`src/rtl/operand_fwd_unit.sv`:
```
// Operand forwarding and load-use hazard control at the ID/EX boundary.
// Optional FWD_STATS_EN macro adds saturating forward/stall event counters.
module operand_fwd_unit #(
    parameter int REG_BITS = 4,
    parameter int HI_REG   = 0
) (
    input  logic                clk,
    input  logic                rst_n,
    input  logic                id_valid,
    input  logic [REG_BITS-1:0] id_src_a,
    input  logic [REG_BITS-1:0] id_src_b,
    input  logic                id_uses_b,
    input  logic [REG_BITS-1:0] id_dest,
    input  logic                id_wr_en,
    input  logic                id_wide,
    input  logic                id_is_load,
    input  logic                flush,
    output logic                stall,
    output logic                ex_hazard_a,
    output logic [2:0]          ex_fwd_a,
    output logic                ex_hazard_b,
    output logic [2:0]          ex_fwd_b
`ifdef FWD_STATS_EN
    ,
    output logic [15:0]         fwd_count,
    output logic [15:0]         stall_count
`endif
);

    localparam logic [2:0] SEL_NONE = 3'b000;
    localparam logic [2:0] SEL_E_LO = 3'b001;
    localparam logic [2:0] SEL_E_HI = 3'b010;
    localparam logic [2:0] SEL_M_LO = 3'b011;
    localparam logic [2:0] SEL_M_HI = 3'b100;
    localparam logic [REG_BITS-1:0] HI_IDX = REG_BITS'(HI_REG);

    typedef struct packed {
        logic                valid;
        logic [REG_BITS-1:0] dest;
        logic                wr_en;
        logic                wide;
    } entry_t;

    // Load-ness only matters while the writer sits in E, so M does not keep it.
    entry_t e_q, m_q;
    logic   e_is_load_q;

    logic [2:0] sel_a, sel_b;
    logic       a_e_hit, b_e_hit, any_fwd;

    function automatic logic [2:0] fwd_sel(input logic [REG_BITS-1:0] s,
                                           input entry_t e, input entry_t m);
        logic e_lo, e_hi, m_lo, m_hi;
        e_lo = e.valid & e.wr_en & (e.dest == s);
        e_hi = e.valid & e.wide  & (HI_IDX == s);
        m_lo = m.valid & m.wr_en & (m.dest == s);
        m_hi = m.valid & m.wide  & (HI_IDX == s);
        if (e_hi)      return SEL_E_HI;
        else if (e_lo) return SEL_E_LO;
        else if (m_hi) return SEL_M_HI;
        else if (m_lo) return SEL_M_LO;
        else           return SEL_NONE;
    endfunction

    always_comb begin
        sel_a   = fwd_sel(id_src_a, e_q, m_q);
        sel_b   = id_uses_b ? fwd_sel(id_src_b, e_q, m_q) : SEL_NONE;
        a_e_hit = (sel_a == SEL_E_LO) || (sel_a == SEL_E_HI);
        b_e_hit = (sel_b == SEL_E_LO) || (sel_b == SEL_E_HI);
        any_fwd = id_valid && ((sel_a != SEL_NONE) || (sel_b != SEL_NONE));
        stall   = id_valid & e_q.valid & e_is_load_q & (a_e_hit | b_e_hit);
    end

    always_ff @(posedge clk or negedge rst_n) begin
        if (!rst_n) begin
            e_q         <= '0;
            m_q         <= '0;
            e_is_load_q <= 1'b0;
            ex_hazard_a <= 1'b0;
            ex_fwd_a    <= SEL_NONE;
            ex_hazard_b <= 1'b0;
            ex_fwd_b    <= SEL_NONE;
        end else if (flush) begin
            e_q         <= '0;
            m_q         <= '0;
            e_is_load_q <= 1'b0;
            ex_hazard_a <= 1'b0;
            ex_fwd_a    <= SEL_NONE;
            ex_hazard_b <= 1'b0;
            ex_fwd_b    <= SEL_NONE;
        end else if (stall) begin
            // Bubble into E; the held instruction will find the load in M.
            m_q         <= e_q;
            e_q         <= '0;
            e_is_load_q <= 1'b0;
            ex_hazard_a <= 1'b0;
            ex_fwd_a    <= SEL_NONE;
            ex_hazard_b <= 1'b0;
            ex_fwd_b    <= SEL_NONE;
        end else begin
            m_q         <= e_q;
            e_q.valid   <= id_valid;
            e_q.dest    <= id_dest;
            e_q.wr_en   <= id_wr_en;
            e_q.wide    <= id_wide;
            e_is_load_q <= id_is_load;
            ex_hazard_a <= id_valid && (sel_a != SEL_NONE);
            ex_fwd_a    <= id_valid ? sel_a : SEL_NONE;
            ex_hazard_b <= id_valid && (sel_b != SEL_NONE);
            ex_fwd_b    <= id_valid ? sel_b : SEL_NONE;
        end
    end

`ifdef FWD_STATS_EN
    // Counters survive flush; only reset clears them.
    always_ff @(posedge clk or negedge rst_n) begin
        if (!rst_n) begin
            fwd_count   <= '0;
            stall_count <= '0;
        end else if (!flush) begin
            if (stall) begin
                if (stall_count != 16'hFFFF) stall_count <= stall_count + 16'd1;
            end else if (any_fwd) begin
                if (fwd_count != 16'hFFFF) fwd_count <= fwd_count + 16'd1;
            end
        end
    end
`else
    logic unused_any_fwd;
    assign unused_any_fwd = any_fwd;
`endif

endmodule

```
`config.mk`:
```
export PLATFORM = sky130hd
export DESIGN_NAME = operand_fwd_unit
export DESIGN_NICKNAME = d
export VERILOG_FILES = /design/src/rtl/operand_fwd_unit.sv
export SDC_FILE = /design/constraint.sdc
export NUM_CORES = 1
export LEC_CHECK = 0
export BUFFER_PORTS_ARGS = -buffer_cell sky130_fd_sc_hd__buf_4
export CAP_MARGIN = 20
export CORE_AREA = 5 5 58 60
export DETAILED_ROUTE_END_ITERATION = 7
export DIE_AREA = 0 0 63 65
export PLACE_DENSITY_LB_ADDON = 0.25
export SETUP_SLACK_MARGIN = 0.05
export SYNTH_ARGS = -nofsm -noshare
export SYNTH_HDL_FRONTEND = slang
export SYNTH_SLANG_ARGS = --single-unit
```
`constraint.sdc`:
```
create_clock -name clk -period 1.5 [get_ports clk]
set_input_delay 0.225 -clock clk [delete_from_list [all_inputs] [get_ports clk]]
set_output_delay 0.225 -clock clk [all_outputs]
set_load 0.03 [all_outputs]
```
* Word level (Yosys, flattened, before mapping)
Index checks and enable logic that the tools add are counted.
** Operators by class
- Equal/unequal tests :: 8
- Mux-type cells :: 24
- Bitwise gates (word level) :: 16
- Reductions and logical operators :: 8
** Operators with widths (number)
- $mux W3 :: 13
- $mux W7 :: 3
- $eq A4 B4 Y1 :: 4
- $and A1 B1 Y1 :: 15
- $logic_not A4 Y1 :: 2
- $eq A3 B1 Y1 const B :: 2
- $eq A3 B2 Y1 const B :: 2
- $mux W1 :: 6
- $reduce_bool A3 Y1 :: 2
- $mux W2 :: 2
- $logic_and A1 B1 Y1 :: 2
- $logic_or A1 B1 Y1 :: 2
- $or A1 B1 Y1 :: 1
** Word-level totals
- Bits in registers :: 23
- Input bits :: 20
- Output and inout bits :: 9

* Longest topological paths before layout
- Word-level depth :: 13
- Depth in mapped cells :: 5
- Mapped depth without buffers :: 5

* Worst setup path before layout
Ideal clock, no wire load.
- Kind :: register to output
- Start :: register e_q[2] (netlist bit)
- End :: output port stall
- Data arrival time :: 1.348 ns
- Path buffers :: 0
- Setup slack :: -0.073 ns
- Stages on the path, launching flop included :: 6
- Cells stage by stage :: dfrtp_1 > xor2_1 > nor3_1 > a21o_4 > a21o_1 > and2_2
** Between the ends
- Word-level cells in the longest chain between the ends :: 9
** RTL lines
- start, declared :: line 45 : entry_t e_q, m_q;
- $eq A4 B4 Y1 :: line 54 : e_lo = e.valid & e.wr_en & (e.dest == s);
- $and A1 B1 Y1 :: line 54
- $mux W3 :: line 59 : else if (e_lo) return SEL_E_LO;
- $mux W3 :: line 58 : if (e_hi) return SEL_E_HI;
- $mux W3 :: line 67 : sel_b = id_uses_b ? fwd_sel(id_src_b, e_q, m_q) : SEL_NONE;
- $eq A3 B1 Y1 or $eq A3 B2 Y1 (tied branches) :: line 69 : b_e_hit = (sel_b == SEL_E_LO) || (sel_b == SEL_E_HI);
- $logic_or A1 B1 Y1 :: line 69
- $or A1 B1 Y1 * :: line 71 : stall = id_valid & e_q.valid & e_is_load_q & (a_e_hit | b_e_hit);
- $and A1 B1 Y1 * :: line 71
- end, declared :: line 18 : output logic stall,
Every way passes the cells marked *; elsewhere a longest branch is shown, timed or not.

* Worst setup path after layout
- Start :: register e_q[4] (netlist bit)
- End :: output port stall
Same word-level chain as after synthesis.

==> qor.json <==
{
  "drt-vias-per-instance": 5.15,
  "synth.yosys.seq_area_share_pct": 49.6,
  "num_rows": 20,
  "insertedDiodeCount": 0,
  "setup.worst_path.start_class": "register",
  "slew_viol_final": 0,
  "switchingPower_w": 0.000288,
  "clk-insertion-delay-late_ns": 0.31,
  "mapped_area_um2": 1160,
  "clock_tree_from_tritoncts": "done",
  "pwr-share-seq_pct": 57.7,
  "tightestPinTransition_ns": 0.382,
  "setup_viol": 16,
  "postRouteAntennaNets": 0,
  "grt.total_usage_pct": 14.7,
  "grt_first_pass_wirelength_um": 4710,
  "switching_share_of_total_power_pct": 25.3,
  "run_status": "finished, violations left",
  "syn_area_per_cell_um2": 10.7,
  "cts.root.buffer_cell": "clkbuf_4",
  "finalHoldViolations": 0,
  "dp_hpwl_um": 2090,
  "area_growth_pct": 48.0,
  "netlist.area_leader.share_pct": 49.6,
  "fin_crit_sh_pct": 129,
  "congestion_overflow_gr": 0,
  "path_common_cell": "buf_6",
  "grt_setup_unrepaired": "true",
  "htreeDepth": 1,
  "clock_sink_count": 23,
  "first_global_vias": 1060,
  "worst-endpoint-required_ns": 1.27,
  "cellPowerDensity_nw_per_um2": 664,
  "place.gp.congestion": 0.894,
  "drt_first_iter_violations": 22,
  "post_synthesis_register_bit_count": 23,
  "count_of_unique_library_cells_instantiated_by_yosys": 31,
  "grt_antenna_before_repair": 0,
  "place_worst_setup_slack_ns": -0.218,
  "hold_path.class": "in -> reg",
  "irDropWorstVdd_v": 0.000447,
  "synthesis.nets": 128,
  "number_of_flops_mapped_to_enable_cells_by_yosys": 0,
  "clock_path_buffers": 2,
  "fp.dieArea_um2": 4100,
  "fraction_of_synthesis_flops_using_an_asynchronous_set_or_reset_pin_pct": 100,
  "share_comb_of_total_power_pct": 17.3,
  "netlist_instances": 108,
  "core_area_um2": 2880,
  "synth_area_leaders": "dfrtp_1 50%, xnor2_1 7.6%, nand3_1 4.7%",
  "min_period_ns": 1.93,
  "wl_um": 2720,
  "timing.critical_path.fanout_max": 3,
  "clock_power_share_pct": 25.0,
  "synth_top_cell_by_area": "dfrtp_1",
  "yosys-top-cells-count": "23 x dfrtp_1, 11 x nand3_1, 10 x xnor2_1",
  "number_of_buffers_created_by_cts": 3,
  "ios": 29,
  "port-buffer-count": 28,
  "timing.critical_path.buf_inv": 2,
  "ys_warn_count": 0,
  "power.leakage_nw": 0.791,
  "floorplan.die.height_um": 65,
  "slowest_stage": "dfrtp_1",
  "fin_worst_skew_ns": 0.00265,
  "floorplan.initialDensity_pct": 40.3,
  "worstSetupEndpointType": "primary output",
  "avgRoutedWirePerCell_um": 13.9,
  "maxClockFrequency_ghz": 0.518,
  "die_outline_width_um": 63,
  "cp.arrival_ns": 1.71,
  "relSlewSlack_pct": 74.4,
  "post-route-drc-count": 0,
  "synth_ff_type": "dfrtp_1",
  "worst_setup_hold_path_clk_slew_ns": 0.12,
  "crit_path_cell_trace": "buf_6 -> xnor2_4 -> nand3_2 -> o21ai_2 -> a21o_1 -> and2_4 -> buf_6",
  "nFillCells": 235,
  "worst_path_dominant_cell_family": "flip-flops",
  "post_route_cells_drive_above_1_share_pct": 43.8,
  "timing.hold.ws_ns": 0.106,
  "detailed_router_iteration_count_before_antenna_repair": 4,
  "intPower_w": 0.000852,
  "synth.most_common_cell": "dfrtp_1",
  "critical_path.max_stage_delay_ns": 0.43,
  "critical_setup_path_kind": "reg -> out",
  "cap_violations": 0,
  "grt_max_degree": 24,
  "finalCoreUtilization_pct": 59.7,
  "violations": "negative setup slack",
  "layout_setup_ws_ns": -0.430,
  "layout_nets": 183,
  "routed-via-count": 1005
}
[worst paths after layout]
kind,start,end,slack [ns],cells past startpoint
hold reg to reg,e_q[1],m_q[1],0.54,1
setup / recovery,e_q[4],stall,-0.43,7
max in group asynchronous,rst_n,e_q[2],0.96,2
min in group asynchronous,rst_n,m_q[5],0.32,2
hold / removal,id_wide,e_q[0],0.11,2
setup reg to reg,e_q[4],e_q[5],-0.16,6
[per-layer routing]
layer | vias up | global-route usage, % | wire [um]
met5 | - | 0 | 0
met4 | 0 | 6.90 | 48
met3 | 5 | 2.95 | 136
met2 | 28 | 25.6 | 1420
met1 | 481 | 17.2 | 1110
li1 | 491 | - | -
[power by group through the flow]
stage                     clock, W  sequential (W)  combinational [W]
after floorplan                  0        0.000664          0.0000747
after global placement           0        0.000669           0.000173
after detailed placement         0        0.000670           0.000178
after CTS                 0.000304        0.000657           0.000191
after global routing      0.000318        0.000661           0.000220
final                     0.000285        0.000658           0.000197
[through the flow]
| stage | instance area [um2] | TNS [ns] | total power (W) | instances |
|---|---|---|---|---|
| 2_1_floorplan | 1170 | 0 | 0.000738 | 108 |
| 4_1_cts | 1680 | -2.22 | 0.00115 | 195 |
| 3_3_place_gp | 1590 | -1.53 | 0.000842 | 189 |
| 3_5_place_dp | 1590 | -2.02 | 0.000848 | 189 |
| 6_report | 1720 | -2.06 | 0.00114 | 195 |
| 5_1_grt | 1720 | -3.62 | 0.00120 | 195 |
[sequential cells by signal, summed over array words and instances (netlist names)]
signal / flops
ex_fwd_b: 3
e_is_load_q: 1
ex_hazard_b: 1
ex_fwd_a: 3
e_q: 7
ex_hazard_a: 1
m_q: 7
[area by class of cell]
class / count / area [um2] / area share, %
Tap cell: 33 / 41.3 / 2.41
Clock buffer: 4 / 26.3 / 1.53
Inverter: 1 / 3.75 / 0.219
Multi-Input combinational cell: 83 / 677 / 39.4
Sequential cell: 23 / 576 / 33.5
Timing Repair Buffer: 51 / 393 / 22.9
[worst reg2reg max path, delay by kind of cell (launching register included)]
family | cells | cell delay (ns)
compound gates | 2 | 0.51
flops | 1 | 0.43
simple gates | 2 | 0.37
buf+inv | 1 | 0.17
xor+xnor | 1 | 0.14
[logic make-up after synthesis]
group | Yosys count | synth area share [%]
and+or+nand+nor | 52 | 25.8
DFF | 23 | 49.6
xor gates and xnor gates | 16 | 12.1
AOI/OAI and AO/OA | 14 | 11.0
buffers and inverters | 2 | 0.647
muxes | 1 | 0.863
[placed cells by master (no fill, tap or decap), types with 3 or more instances in the layout]
cell type and instances:
buf_4 48, dfrtp_1 23, nand3_1 10, xnor2_1 9
and2_1 7, nor2b_1 7, xor2_1 6, and3_1 5
nor2_1 3, nand2_1 3, a21oi_1 3, clkbuf_4 3
[what timing repair did]
action                     in CTS  in global routing
pin swaps                      10                 11
resized for setup              12                  5
setup buffers                   2                  1
setup endpoints to repair      16                 17
hold endpoints to repair       23                  0
hold buffers                    1                  0
(Power assumes the default switching activity.)
